File: src/rtl/i2c_reg_pkg.sv
// Shared register-map constants for the I2C application register bank.
package i2c_reg_pkg;

    localparam logic [7:0] ADDR_ID          = 8'h00;
    localparam logic [7:0] ADDR_CTRL        = 8'h01;
    localparam logic [7:0] ADDR_IRQ_STATUS  = 8'h02;
    localparam logic [7:0] ADDR_IRQ_MASK    = 8'h03;
    localparam logic [7:0] ADDR_STATUS_LIVE = 8'h04;
    localparam logic [7:0] ADDR_WR_COUNT    = 8'h05;
    localparam logic [7:0] ADDR_ERR         = 8'h06;
    localparam logic [7:0] ADDR_CFG_BASE    = 8'h10;

    localparam int CTRL_CLR_CNT  = 7;
    localparam int CTRL_SOFT_RST = 6;

    localparam logic [7:0] DEVICE_ID_DEFAULT = 8'hA5;

endpackage

File: src/rtl/i2c_reg_bank_if.sv
// Application bus between the I2C peripheral (master) and the register bank (slave).
interface i2c_reg_bank_if;
    logic       wr_rdn;
    logic [7:0] addr;
    logic [7:0] wdata;
    logic       we;
    logic [7:0] rdata;
    logic [7:0] status;

    modport master (output wr_rdn, addr, wdata, we, input rdata, status);
    modport slave  (input wr_rdn, addr, wdata, we, output rdata, status);
endinterface

File: src/rtl/i2c_irq_ctrl.sv
// Event edge detect, sticky W1C flags, mask register and registered interrupt line.
module i2c_irq_ctrl #(
    parameter int WIDTH = 8
) (
    input  logic             clk,
    input  logic             rst_n,
    input  logic [WIDTH-1:0] events,
    input  logic [WIDTH-1:0] clr_bits,
    input  logic             flags_clr,
    input  logic             mask_we,
    input  logic [WIDTH-1:0] mask_wdata,
    output logic [WIDTH-1:0] flags,
    output logic [WIDTH-1:0] mask,
    output logic             irq
);

    logic [WIDTH-1:0] events_q;
    logic [WIDTH-1:0] rise;

    assign rise = events & ~events_q;

    always_ff @(posedge clk or negedge rst_n) begin
        if (!rst_n) begin
            events_q <= '0;
            flags    <= '0;
            mask     <= '0;
            irq      <= 1'b0;
        end else begin
            events_q <= events;
            // A new edge in the same cycle as a W1C keeps the flag set.
            if (flags_clr) begin
                flags <= '0;
            end else begin
                flags <= (flags & ~clr_bits) | rise;
            end
            if (mask_we) begin
                mask <= mask_wdata;
            end
            irq <= |(flags & mask);
        end
    end

endmodule

File: src/rtl/i2c_reg_bank.sv
// Application register bank behind the I2C peripheral: config, IRQ, status mirror,
// error flag and saturating write counter.
module i2c_reg_bank
    import i2c_reg_pkg::*;
#(
    parameter int         NUM_CFG   = 8,
    parameter logic [7:0] DEVICE_ID = DEVICE_ID_DEFAULT,
    parameter logic [7:0] CFG_RESET = 8'h00
) (
    input  logic                 clk,
    input  logic                 rst_n,
    i2c_reg_bank_if.slave        bus,
    input  logic [7:0]           hw_event_i,
    input  logic [7:0]           status_i,
    output logic [NUM_CFG*8-1:0] cfg_o,
    output logic [7:0]           ctrl_o,
    output logic                 irq_o
);

    logic [7:0] ctrl;
    logic [7:0] wr_count;
    logic       err;
    logic [7:0] cfg [NUM_CFG];
    logic [7:0] status_sync;
    logic [7:0] status_live;
    logic [7:0] rdata_q;
    logic [7:0] rdata_d;
    logic [7:0] irq_flags;
    logic [7:0] irq_mask;

    logic       accept;
    logic       soft_rst;
    logic       cfg_hit;
    logic       legal;
    logic [7:0] cfg_off;
    logic [7:0] irq_clr_bits;

    assign accept   = bus.we & bus.wr_rdn;
    assign soft_rst = ctrl[CTRL_SOFT_RST];
    assign cfg_off  = bus.addr - ADDR_CFG_BASE;
    assign cfg_hit  = (bus.addr >= ADDR_CFG_BASE) && (cfg_off < 8'(NUM_CFG));

    always_comb begin
        legal = cfg_hit ||
                (bus.addr inside {ADDR_CTRL, ADDR_IRQ_STATUS, ADDR_IRQ_MASK, ADDR_ERR});
    end

    assign irq_clr_bits = (accept && bus.addr == ADDR_IRQ_STATUS) ? bus.wdata : 8'h00;

    i2c_irq_ctrl #(.WIDTH(8)) u_irq (
        .clk        (clk),
        .rst_n      (rst_n),
        .events     (hw_event_i),
        .clr_bits   (irq_clr_bits),
        .flags_clr  (soft_rst),
        .mask_we    (accept && bus.addr == ADDR_IRQ_MASK),
        .mask_wdata (bus.wdata),
        .flags      (irq_flags),
        .mask       (irq_mask),
        .irq        (irq_o)
    );

    // CTRL[7:6] are one-shot commands acted on the cycle after they are written.
    always_ff @(posedge clk or negedge rst_n) begin
        if (!rst_n) begin
            ctrl <= 8'h00;
        end else if (accept && bus.addr == ADDR_CTRL) begin
            ctrl <= bus.wdata;
        end else begin
            ctrl[CTRL_CLR_CNT]  <= 1'b0;
            ctrl[CTRL_SOFT_RST] <= 1'b0;
        end
    end

    always_ff @(posedge clk or negedge rst_n) begin
        if (!rst_n) begin
            wr_count <= 8'h00;
        end else if (ctrl[CTRL_CLR_CNT]) begin
            wr_count <= 8'h00;
        end else if (accept && wr_count != 8'hFF) begin
            wr_count <= wr_count + 8'd1;
        end
    end

    always_ff @(posedge clk or negedge rst_n) begin
        if (!rst_n) begin
            err <= 1'b0;
        end else if (soft_rst) begin
            err <= 1'b0;
        end else if (accept && !legal) begin
            err <= 1'b1;
        end else if (accept && bus.addr == ADDR_ERR && bus.wdata[0]) begin
            err <= 1'b0;
        end
    end

    always_ff @(posedge clk or negedge rst_n) begin
        if (!rst_n) begin
            for (int i = 0; i < NUM_CFG; i++) cfg[i] <= CFG_RESET;
        end else if (soft_rst) begin
            for (int i = 0; i < NUM_CFG; i++) cfg[i] <= CFG_RESET;
        end else begin
            for (int i = 0; i < NUM_CFG; i++) begin
                if (accept && cfg_hit && cfg_off == 8'(i)) cfg[i] <= bus.wdata;
            end
        end
    end

    always_ff @(posedge clk or negedge rst_n) begin
        if (!rst_n) begin
            status_sync <= 8'h00;
            status_live <= 8'h00;
        end else begin
            status_sync <= status_i;
            status_live <= status_sync;
        end
    end

    // Reads must stay side-effect free: the peripheral prefetches addr+1.
    always_comb begin
        rdata_d = 8'h00;
        case (bus.addr)
            ADDR_ID:          rdata_d = DEVICE_ID;
            ADDR_CTRL:        rdata_d = ctrl;
            ADDR_IRQ_STATUS:  rdata_d = irq_flags;
            ADDR_IRQ_MASK:    rdata_d = irq_mask;
            ADDR_STATUS_LIVE: rdata_d = status_live;
            ADDR_WR_COUNT:    rdata_d = wr_count;
            ADDR_ERR:         rdata_d = {7'b0, err};
            default:          rdata_d = 8'h00;
        endcase
        for (int i = 0; i < NUM_CFG; i++) begin
            if (cfg_hit && cfg_off == 8'(i)) rdata_d = cfg[i];
        end
    end

    always_ff @(posedge clk or negedge rst_n) begin
        if (!rst_n) begin
            rdata_q <= 8'h00;
        end else begin
            rdata_q <= rdata_d;
        end
    end

    for (genvar g = 0; g < NUM_CFG; g++) begin : g_cfg_out
        assign cfg_o[8*g +: 8] = cfg[g];
    end

    assign ctrl_o     = ctrl;
    assign bus.rdata  = rdata_q;
    assign bus.status = {irq_o, err, 2'b00, ctrl[3:0]};

endmodule

File: src/flat_wrapper.sv
// flat-port wrapper written by rule: the top's interface ports become plain ports
module i2c_reg_bank_flat import i2c_reg_pkg::*;
#(
    parameter int         NUM_CFG   = 8,
    parameter logic [7:0] DEVICE_ID = DEVICE_ID_DEFAULT,
    parameter logic [7:0] CFG_RESET = 8'h00
)
  (clk, rst_n, hw_event_i, status_i, cfg_o, ctrl_o, irq_o, bus_wr_rdn, bus_addr, bus_wdata, bus_we, bus_rdata, bus_status);
  i2c_reg_bank_if bus_i ();
  input  logic clk;
  input  logic rst_n;
  input  logic [7:0] hw_event_i;
  input  logic [7:0] status_i;
  output logic [NUM_CFG*8-1:0] cfg_o;
  output logic [7:0] ctrl_o;
  output logic irq_o;
  input wire logic [$bits(bus_i.wr_rdn)-1:0] bus_wr_rdn;
  input wire logic [$bits(bus_i.addr)-1:0] bus_addr;
  input wire logic [$bits(bus_i.wdata)-1:0] bus_wdata;
  input wire logic [$bits(bus_i.we)-1:0] bus_we;
  output wire logic [$bits(bus_i.rdata)-1:0] bus_rdata;
  output wire logic [$bits(bus_i.status)-1:0] bus_status;
  assign bus_i.wr_rdn = bus_wr_rdn;
  assign bus_i.addr = bus_addr;
  assign bus_i.wdata = bus_wdata;
  assign bus_i.we = bus_we;
  assign bus_rdata = bus_i.rdata;
  assign bus_status = bus_i.status;
  i2c_reg_bank #(.NUM_CFG(NUM_CFG), .DEVICE_ID(DEVICE_ID), .CFG_RESET(CFG_RESET)) u_core (.clk(clk), .rst_n(rst_n), .bus(bus_i), .hw_event_i(hw_event_i), .status_i(status_i), .cfg_o(cfg_o), .ctrl_o(ctrl_o), .irq_o(irq_o));
endmodule
File: config.mk
export PLATFORM = sky130hd
export DESIGN_NAME = i2c_reg_bank_flat
export DESIGN_NICKNAME = d
export VERILOG_FILES = /design/src/rtl/i2c_reg_pkg.sv /design/src/rtl/i2c_reg_bank_if.sv /design/src/rtl/i2c_irq_ctrl.sv /design/src/rtl/i2c_reg_bank.sv /design/src/flat_wrapper.sv
export SDC_FILE = /design/constraint.sdc
export NUM_CORES = 1
export LEC_CHECK = 0
export BUFFER_PORTS_ARGS = -buffer_cell sky130_fd_sc_hd__clkbuf_2
export CORE_MARGIN = 1.5
export CORE_UTILIZATION = 45
export CTS_BUF_LIST = sky130_fd_sc_hd__clkbuf_2 sky130_fd_sc_hd__clkbuf_4 sky130_fd_sc_hd__clkbuf_8
export CTS_CLUSTER_SIZE = 40
export DETAILED_ROUTE_END_ITERATION = 7
export GPL_TIMING_DRIVEN = 0
export PLACE_DENSITY = 0.66
export RECOVER_POWER = 100
export SKIP_CTS_REPAIR_TIMING = 1
export SLEW_MARGIN = 20
export SYNTH_ARGS = -nofsm -noshare
export SYNTH_HDL_FRONTEND = slang
export SYNTH_SLANG_ARGS = --single-unit
File: constraint.sdc
create_clock -name clk -period 1.6 [get_ports clk]
set_clock_uncertainty 0.05 [all_clocks]
set_input_delay 0.24 -clock clk [delete_from_list [all_inputs] [get_ports clk]]
set_output_delay 0.24 -clock clk [all_outputs]
set_load 0.05 [all_outputs]
==> flow_summary.yaml <==
sta:
  slew_viol_final: 0
  rsz0062_at_grt: "yes"
  finalSetupTns_ns: -0.04386
  hold_violations: 0
  tightestPinTransition_ns: 0.9628
  period_share_pct: 102.0
  fin_ws_ns: -0.03180
  fmax_mhz: 612.8
  fin_crit_ns: 1.632
  max_slew_margin_pct: 35.81
  setup_violations: 2
synth:
  synth_warnings: 0
  synth_area_per_cell_um2: 9.437
  yosys_most_used_dff: "dfrtp_1"
  synth.distinct_cells: 66
  async_flop_share_pct: 100.0
  yosysTopAreaCellShare_pct: 50.69
  ys_top_cells_by_area: "dfrtp_1 (51%), nand2_1 (8.4%), a21oi_1 (5.5%), mux2i_1 (4.8%), nor2_1 (3.2%)"
  syn-cell-area_mm2: 0.006417
  synth_seq_cells: 130
  synth-edff-count: 0
  synthCells: 680
  yosysTopAreaCell: "dfrtp_1"
  yosysSeqAreaShare_pct: 50.69
route:
  route.antenna.remaining_nets: 0
  drc: 0
  vias: 6023
  drt_pre_antenna_iters: 7
  dr.first_iter.drc_count: 664
  post_drt_wl_per_cell_um: 22.98
  via_per_inst: 5.819
  routed_wl_um: 23780
status:
  violations: "negative setup slack"
  outcome: "finished, violations left"
critical_path:
  reg2reg_from: "u_core.cfg_o[18]"
  path_max_fanout: 3
  end_kind: "register"
  worstPathRequired_ns: 1.87
  start_kind: "register"
  r2r_cells: 5
  rrSetupSlack_ns: -0.03
  setup.worst_path.class: "reg2reg"
  crit_arrival_ns: 1.91
  r2r-end: "u_core.bus.rdata[2]"
finish:
  final_common_cell: "nand2_1"
  final_cell_mix: "nand2_1 (140), dfrtp_1 (123), clkbuf_2 (117)"
  diodes: 0
  finalNetCount: 879
  areaGrowthSynthToFinish_pct: 27.04
  final_util_pct: 58.73
  drive_gt1_share_pct: 29.94
place:
  hpwl_um: 17040
  globalplace.congestion: 0.9414
  numPortBuffers: 119
global_route:
  grt_max_degree: 71
  grt_pass1_vias: 5744
  grt.overflow.total: 0
  grt_first_pass_wirelength_um: 34970
  antenna_found_initial: 0
  track_usage_pct: 32.46
clocking:
  clock_latency_ns: 0.46
  clk_pin_slew_ns: 0.08
  cts_htree_levels: 4
  clock_sinks: 130
  cts_root_buf: "clkbuf_8"
  cts_buffer_depth: 2
  cts_tree: "built"
  cts_buffers: 17
power:
  power.density_mw_per_mm2: 964.1
  p_comb_share_pct: 16.7
  pwr-share-seq_pct: 46.6
  ir_drop_v: 0.0006771
  power_leakage_uw: 0.003745
  p_clk_share_pct: 36.7
  p_int_uw: 5363
  p_switching_uw: 2497
  p_total_uw: 7860
  switching_share_pct: 31.77
hold_path:
  hold_depth: 4
  worstHoldStart: "bus_wdata[4]"
  hold_end: "u_core.u_irq.flags[4]"
  hold_path_class: "in2reg"
die:
  start_util_pct: 46.23
  fp.dieArea_mm2: 0.01499
  die_h_um: 122.4
  core_area_mm2: 0.01388
  fp-row-count: 43
  io_pins: 125
  die_x_um: 122.4
flow_run:
  cap_violations: 0
==> layer usage <==
metal / track usage [%] / vias to the layer above / part of all wire [%]
met2: 47.87 / 298 / 45
met3: 6.970 / 42 / 7.8
li1: - / 2687 / -
met5: 0 / - / 0
met4: 10.17 / 0 / 2.1
met1: 47.73 / 2996 / 45
==> per-stage QoR <==
stage                     hold slack, ns  setup WS [ns]  std cells  cell area (um2)
after floorplan                  -0.1056       -0.05537        681             6491
after global placement            0.2819         -1.944        980             7312
after detailed placement          0.2015        -0.7700        981             7348
after CTS                        -0.2987        -0.2853       1013             7749
after global routing             0.04762       -0.04186       1035             8153
final                            0.03563       -0.03180       1035             8153
==> cell usage after synthesis (4+ instances only) <==
cell      number
a211oi_1       4
nor2_1        55
nand3_1       11
nand2b_1      10
buf_4          9
a22o_1         4
xnor2_1        5
dfrtp_1      130
nand2_1      143
nand4_1        5
nor2b_1       14
a21oi_1       71
clkbuf_1      24
o21ai_0       24
inv_1          4
o21a_1         6
o22ai_1       12
mux2_4         7
a22oi_1       12
nor3_1         6
nor3_2         5
mux2i_1       31
mux2_2         8
buf_2         15
==> power by group through the flow <==
stage	logic (uW)	registers [uW]	clock network (uW)
3_3_place_gp	1100	3690	0
3_5_place_dp	1120	3700	0
6_report	1320	3660	2880
4_1_cts	1130	3640	2910
5_1_grt	1410	3680	3070
2_1_floorplan	546	3820	0
==> registers in the layout (all words and copies together) (netlist names) <==
name and flops:
u_core.bus.rdata 8, u_core.cfg_o 64, u_core.ctrl_o 8, u_core.err 1
u_core.status_live 8, u_core.status_sync 8, u_core.u_irq.events_q 8, u_core.u_irq.flags 8
u_core.u_irq.irq 1, u_core.u_irq.mask 8, u_core.wr_count 8
==> layout make-up <==
cell class | count | area [um2]
fillers | 1262 | 5728
flip-flops and latches | 130 | 3262
multi-input cells | 494 | 3117
repair buffers | 143 | 825.8
plain buffers | 51 | 300.3
clock buffers | 19 | 249.0
well taps | 180 | 225.2
clock inverters | 13 | 151.4
inverters | 5 | 22.52
==> worst max-delay path, stage by stage, from the launching register on <==
cell and delay [ns]:
dfrtp_2 0.42, mux2_4 0.30, a21oi_4 0.17, o21ai_2 0.08, a221oi_2 0.35, o22ai_2 0.12
==> cell families after synthesis <==
family,synth area share (%)
AND/OR/NAND/NOR,20.30
adder cells (fa/ha/maj),0.1949
XOR/XNOR,0.8189
other,0.05843
buffers and inverters,4.270
multiplexers,7.877
AO/OA/AOI/OAI,15.79
flip-flops,50.69
==> how the worst max path moves through the flow <==
| stage | from | endpoint | slack [ns] | cells past startpoint |
|---|---|---|---|---|
| floorplan | bus_addr[4] | u_core.bus.rdata[7] | -0.06 | 7 |
| global placement | rst_n | u_core.cfg_o[40] | -1.94 | 1 |
| detailed placement | bus_addr[1] | u_core.bus.rdata[5] | -0.77 | 7 |
| CTS | bus_addr[1] | u_core.bus.rdata[5] | -0.29 | 7 |
| global route | u_core.cfg_o[18] | u_core.bus.rdata[2] | -0.04 | 5 |
| finish | u_core.cfg_o[18] | u_core.bus.rdata[2] | -0.03 | 5 |
(Power assumes the default switching activity.)
